File: src/rtl/sd_pkg.sv
// Shared CRC7 constants for the SD CMD line, and a reference step function
// used by the CMD driver model.
package sd_pkg;

    localparam int          CRC7_W    = 7;
    localparam logic [6:0]  CRC7_POLY = 7'h09;
    localparam logic [6:0]  CRC7_INIT = 7'h00;

    function automatic logic [CRC7_W-1:0] crc7_step(input logic [CRC7_W-1:0] crc,
                                                    input logic              data_bit);
        logic fb;
        fb = data_bit ^ crc[CRC7_W-1];
        return {crc[CRC7_W-2:0], 1'b0} ^ (fb ? CRC7_POLY : '0);
    endfunction

endpackage

File: src/rtl/sd_crc7.sv
// Bit-serial CRC7 (x^7+x^3+1) generator/checker for the SD CMD line.
// Optional sticky mismatch flag oerr is built when SD_CRC7_ERR_EN is defined.
module sd_crc7
    import sd_pkg::*;
#(
    parameter int                CRC_W = CRC7_W,
    parameter logic [CRC_W-1:0]  POLY  = CRC7_POLY,
    parameter logic [CRC_W-1:0]  INIT  = CRC7_INIT
) (
    input  logic iclk,
    input  logic irst_n,
    input  logic idata,
    input  logic iunload,
`ifdef SD_CRC7_ERR_EN
    output logic ocrc,
    output logic oerr
`else
    output logic ocrc
`endif
);

    logic [CRC_W-1:0] crc;
    logic [CRC_W-1:0] crc_shift;
    logic             fb;

    assign crc_shift = {crc[CRC_W-2:0], 1'b0};
    assign fb        = idata ^ crc[CRC_W-1];
    assign ocrc      = crc[CRC_W-1];

    // Unload is a plain shift; the register drains to zero after CRC_W cycles.
    always_ff @(posedge iclk) begin
        if (!irst_n) begin
            crc <= INIT;
        end else if (iunload) begin
            crc <= crc_shift;
        end else begin
            crc <= crc_shift ^ (fb ? POLY : '0);
        end
    end

`ifdef SD_CRC7_ERR_EN
    always_ff @(posedge iclk) begin
        if (!irst_n) begin
            oerr <= 1'b0;
        end else if (iunload && (idata != ocrc)) begin
            oerr <= 1'b1;
        end
    end
`endif

endmodule

File: config.mk
export PLATFORM = sky130hd
export DESIGN_NAME = sd_crc7
export DESIGN_NICKNAME = d
export VERILOG_FILES = /design/src/rtl/sd_pkg.sv /design/src/rtl/sd_crc7.sv
export SDC_FILE = /design/constraint.sdc
export NUM_CORES = 1
export LEC_CHECK = 0
export CAP_MARGIN = 20
export CORE_AREA = 3 3 40 42
export DETAILED_ROUTE_END_ITERATION = 7
export DIE_AREA = 0 0 43 45
export SYNTH_ARGS = -nofsm -noshare
export SYNTH_HDL_FRONTEND = slang
export SYNTH_SLANG_ARGS = --single-unit
export TNS_END_PERCENT = 100
File: constraint.sdc
create_clock -name iclk -period 1.42 [get_ports iclk]
set_clock_uncertainty 0.15 [all_clocks]
set_input_delay 0.355 -clock iclk [delete_from_list [all_inputs] [get_ports iclk]]
set_output_delay 0.355 -clock iclk [all_outputs]
set_load 0.1 [all_outputs]
# Word-level counts from Yosys, hierarchy flattened
# Index checks and enable logic that the tools add are counted.
# classes
add_sub_neg	0
bitwise_logic	3
multipliers	0
eq_ne	0
div	0
shift	0
n_reduce_logical	1
mux	2
magnitude_cmp	0
# op_table
cell	n
7-bit 2-to-1 mux	1
7-bit by 4-bit bitwise XOR with 7-bit output	1
4-bit 2-to-1 mux	1
2-bit OR reduction	1
1-bit inverter	1
1-bit bitwise XOR	1
# totals
romBits	0
inputBits	4
register_bits	7
latchBits	0
elab_cells	8
output_inout_bits	1
ramBits	0
memories	0

# Logic depth before layout (Yosys ltp)
# logic_depth
depth_word	4
ltp_mapped	3
ltp_nobuf	3

# Worst setup path after synthesis
# No wires, ideal clock.
# synth_timing
path_kind	flip-flop to flip-flop
start	register crc[6]
end	register crc[3]
path_slack_ns	-0.223
synth_period_minus_slack_ns	1.643
arrival_ns	1.421
path_buffers	0
setup_time_ns	0.072
required_time_ns	1.198
stages_incl_launch_ff	4
cell_sequence	dfxtp_1 xnor2_1 nor2_2 mux2i_1
# synth_between
elab_chain_len	4
# synth_rtl
element	line	text
from (decl)	sd_crc7.sv:22	logic [CRC_W-1:0] crc;
from (signal assigned)	sd_crc7.sv:35	crc <= crc_shift;
from (signal assigned)	sd_crc7.sv:37	crc <= crc_shift ^ (fb ? POLY : '0);
1-bit bitwise XOR	sd_crc7.sv:27	assign fb = idata ^ crc[CRC_W-1];
4-bit 2-to-1 mux	sd_crc7.sv:37	
7-bit by 4-bit bitwise XOR with 7-bit output	sd_crc7.sv:37	
7-bit 2-to-1 mux	sd_crc7.sv:34	end else if (iunload) begin
# Every way passes these cells.
# A chain may end at the register's enable or synchronous reset.

# Final worst setup path
# layout_timing
start	register crc[6]
end	output port ocrc
# layout_lines
element	line	text
to (decl)	sd_crc7.sv:18	output logic ocrc
# No word-level cell between the ends.

==> impl_metrics.csv <==
group,metric,value,unit
status,status,"completed",
critical_path,cp-startpoint,"crc[6]",
drt,first_pass_iters,4,
critical_path,critical_path_class,"register to output pin",
logic_synthesis,syn_avg_cell_area,11.8,sq um
worst_hold_path,holdCritPathClass,"register to register",
power,power.total,397,uW
layout,layout-area-overhead-vs-synth,45.3,%
sta,finalCriticalPeriod,1280,ps
grt,grt_pass1_vias,139,
sta,worst_pin_slew,205,ps
critical_path,critPathSlowestCell,"dfxtp_2",
critical_path,path_delay_family,"flip-flops",
grt,grt_use_total,4.85,%
clocking,cts_buffer_depth,2,
floorplan,rows,13,
logic_synthesis,yosys_register_bits,7,
logic_synthesis,synth_fp_nets,22,
sta,hold_viol_final,0,
layout,regMostFlops,"crc",
critical_path,critPathBufInv,1,
layout,largest_reg_flops,7,
layout,multi_input_area,72.6,sq um
logic_synthesis,synthCells,18,
drt,totalWireLength,305,um
layout,reg_top3,"crc (7)",
floorplan,dieArea,1940,sq um
sta,tns,0,ps
grt,overflow,0,
critical_path,critical_path.endpoint,"ocrc",
power,vdd_drop_max,0.000594,V
clocking,clock-root-buffer,"clkbuf_4",
power,power_density,1290,nW/um^2
layout,diodes,0,
clocking,ctsHoldBuffers,0,
layout,mostFrequentLayoutCells,"6 x and2_1, 6 x dfxtp_1, 3 x clkbuf_4, 3 x clkdlybuf4s50_1",
floorplan,num_io_pins,5,
sta,worst_slack,143,ps
critical_path,path_max_fanout,2,
drt,via_count,142,
critical_path,cp.required,910,ps
placed_design,hpwl,220,um
run,cap_violations,0,
grt,antenna_found_initial,0,
clocking,post_cts_resize_count,0,
clocking,postCtsSetupRepairBufs,0,
critical_path,worstPathArrival,770,ps
drt,drcViolationCount,0,
placed_design,portBuffers,4,
logic_synthesis,yosysSeqAreaShare,65.9,%
critical_path,crit_chain,"buf_12",
sta,setup_violations,0,
sta,max_clock_freq,0.783,GHz
clocking,cts.clk_slew.worst_paths,50,ps
floorplan,fp.dieH,45,um
logic_synthesis,ys_warn_count,0,
clocking,htree_levels,1,
floorplan,start_util,16.6,%
critical_path,start_kind,"register",
drt,via_per_inst,3.46,
layout,layout.area.seq,141,sq um
sta,slew_headroom,86.3,%
drt,drt-initial-drc-count,5,
critical_path,timing.rr.end,"crc[0]",
placed_design,gp_congestion,0.730,
clocking,cts.sinks,7,
layout,postLayoutCoreUtil,24.1,%
placed_design,dp.cells,37,
critical_path,reg2reg_slack,420,ps
floorplan,die_w,43,um
clocking,insertion_delay,240,ps
layout,final_cells,41,
logic_synthesis,netlist_area,213,sq um
logic_synthesis,synth.largest_area_cell,"dfxtp_1",
drt,drt-wirelength-per-cell,7.44,um
power,p_leak,0.000122,uW
grt,grt_start_max_net_pins,9,
critical_path,max_stage_delay,350,ps
logic_synthesis,yosys.area.top_type_share,65.9,%
grt,grt_pass1_wl,593,um
logic_synthesis,synth_cell_types,7,
layout,drive_above_1_share,23.1,%
floorplan,coreArea,1280,sq um
sta,rsz0062_at_grt,"false",
sta,final-max-slew-violation-count,0,
drt,antenna_left,0,
sta,period_share,89.9,%
placed_design,dp_slack,-34.4,ps
clocking,cts_buffers,3,
critical_path,reg2reg_depth,3,
critical_path,path_depth,1,
critical_path,endpoint_kind,"output pin",
layout,n_fill_cell,130,
layout,layout.nets,31,
clocking,cts_tree,"built",
critical_path,worstReg2RegStart,"crc[6]",
logic_synthesis,synthTopCellsByArea,"dfxtp_1 66%, and2_1 18%, mux2i_1 4.7%",
## area by class of cell
| cell class | instances | share of cell area, % |
|---|---|---|
| clock buffer | 4 | 8.50 |
| multi-input combinational | 11 | 23.5 |
| sequential | 7 | 45.7 |
| tap | 15 | 6.07 |
| timing repair buffer | 4 | 16.2 |
## report_power, final
part	switching, uW	internal [uW]	total [uW]	leakage (uW)
registers	1.45	203	204	0.0000575
clock network	63.0	107	170	0.0000150
logic	9.57	13.9	23.5	0.0000490
total	74.1	323	397	0.000122
## cell usage after synthesis
master    instances
nor2_2            1
and2_1            6
mux2i_1           1
xnor2_1           1
dfxtp_1           7
nand2b_1          1
nand2_1           1
## worst min path at each step
| stage | slack (ps) | to | cells past startpoint | startpoint |
|---|---|---|---|---|
| floorplan | 260 | crc[5] | 1 | crc[4] |
| global placement | 260 | crc[5] | 1 | crc[4] |
| detailed placement | 270 | crc[5] | 1 | crc[4] |
| CTS | 280 | crc[5] | 1 | crc[4] |
| global route | 300 | crc[1] | 1 | crc[0] |
| finish | 280 | crc[5] | 1 | crc[4] |
## layer usage
metal | share of wire [%] | GRT usage (%)
met5 | 0 | 0
met4 | 0 | 1.81
met3 | 18 | 6.37
met2 | 35 | 5.39
met1 | 47 | 5.12
## cells by family (layout without fill, tap and decap cells)
group / after synthesis / count (layout) / synth area share [%]
simple gates: 9 / 9 / 25.3
flops: 7 / 7 / 65.9
xor+xnor: 1 / 1 / 4.12
mux: 1 / 1 / 4.71
buf+inv: 0 / 8 / 0
## per-stage QoR
step	instance area (sq um)	hold WS, ps
floorplan	214	256
finish	309	276
detailed placement	283	270
CTS	309	281
global route	309	301
global placement	283	263
Power figures use the tool's default switching activity.
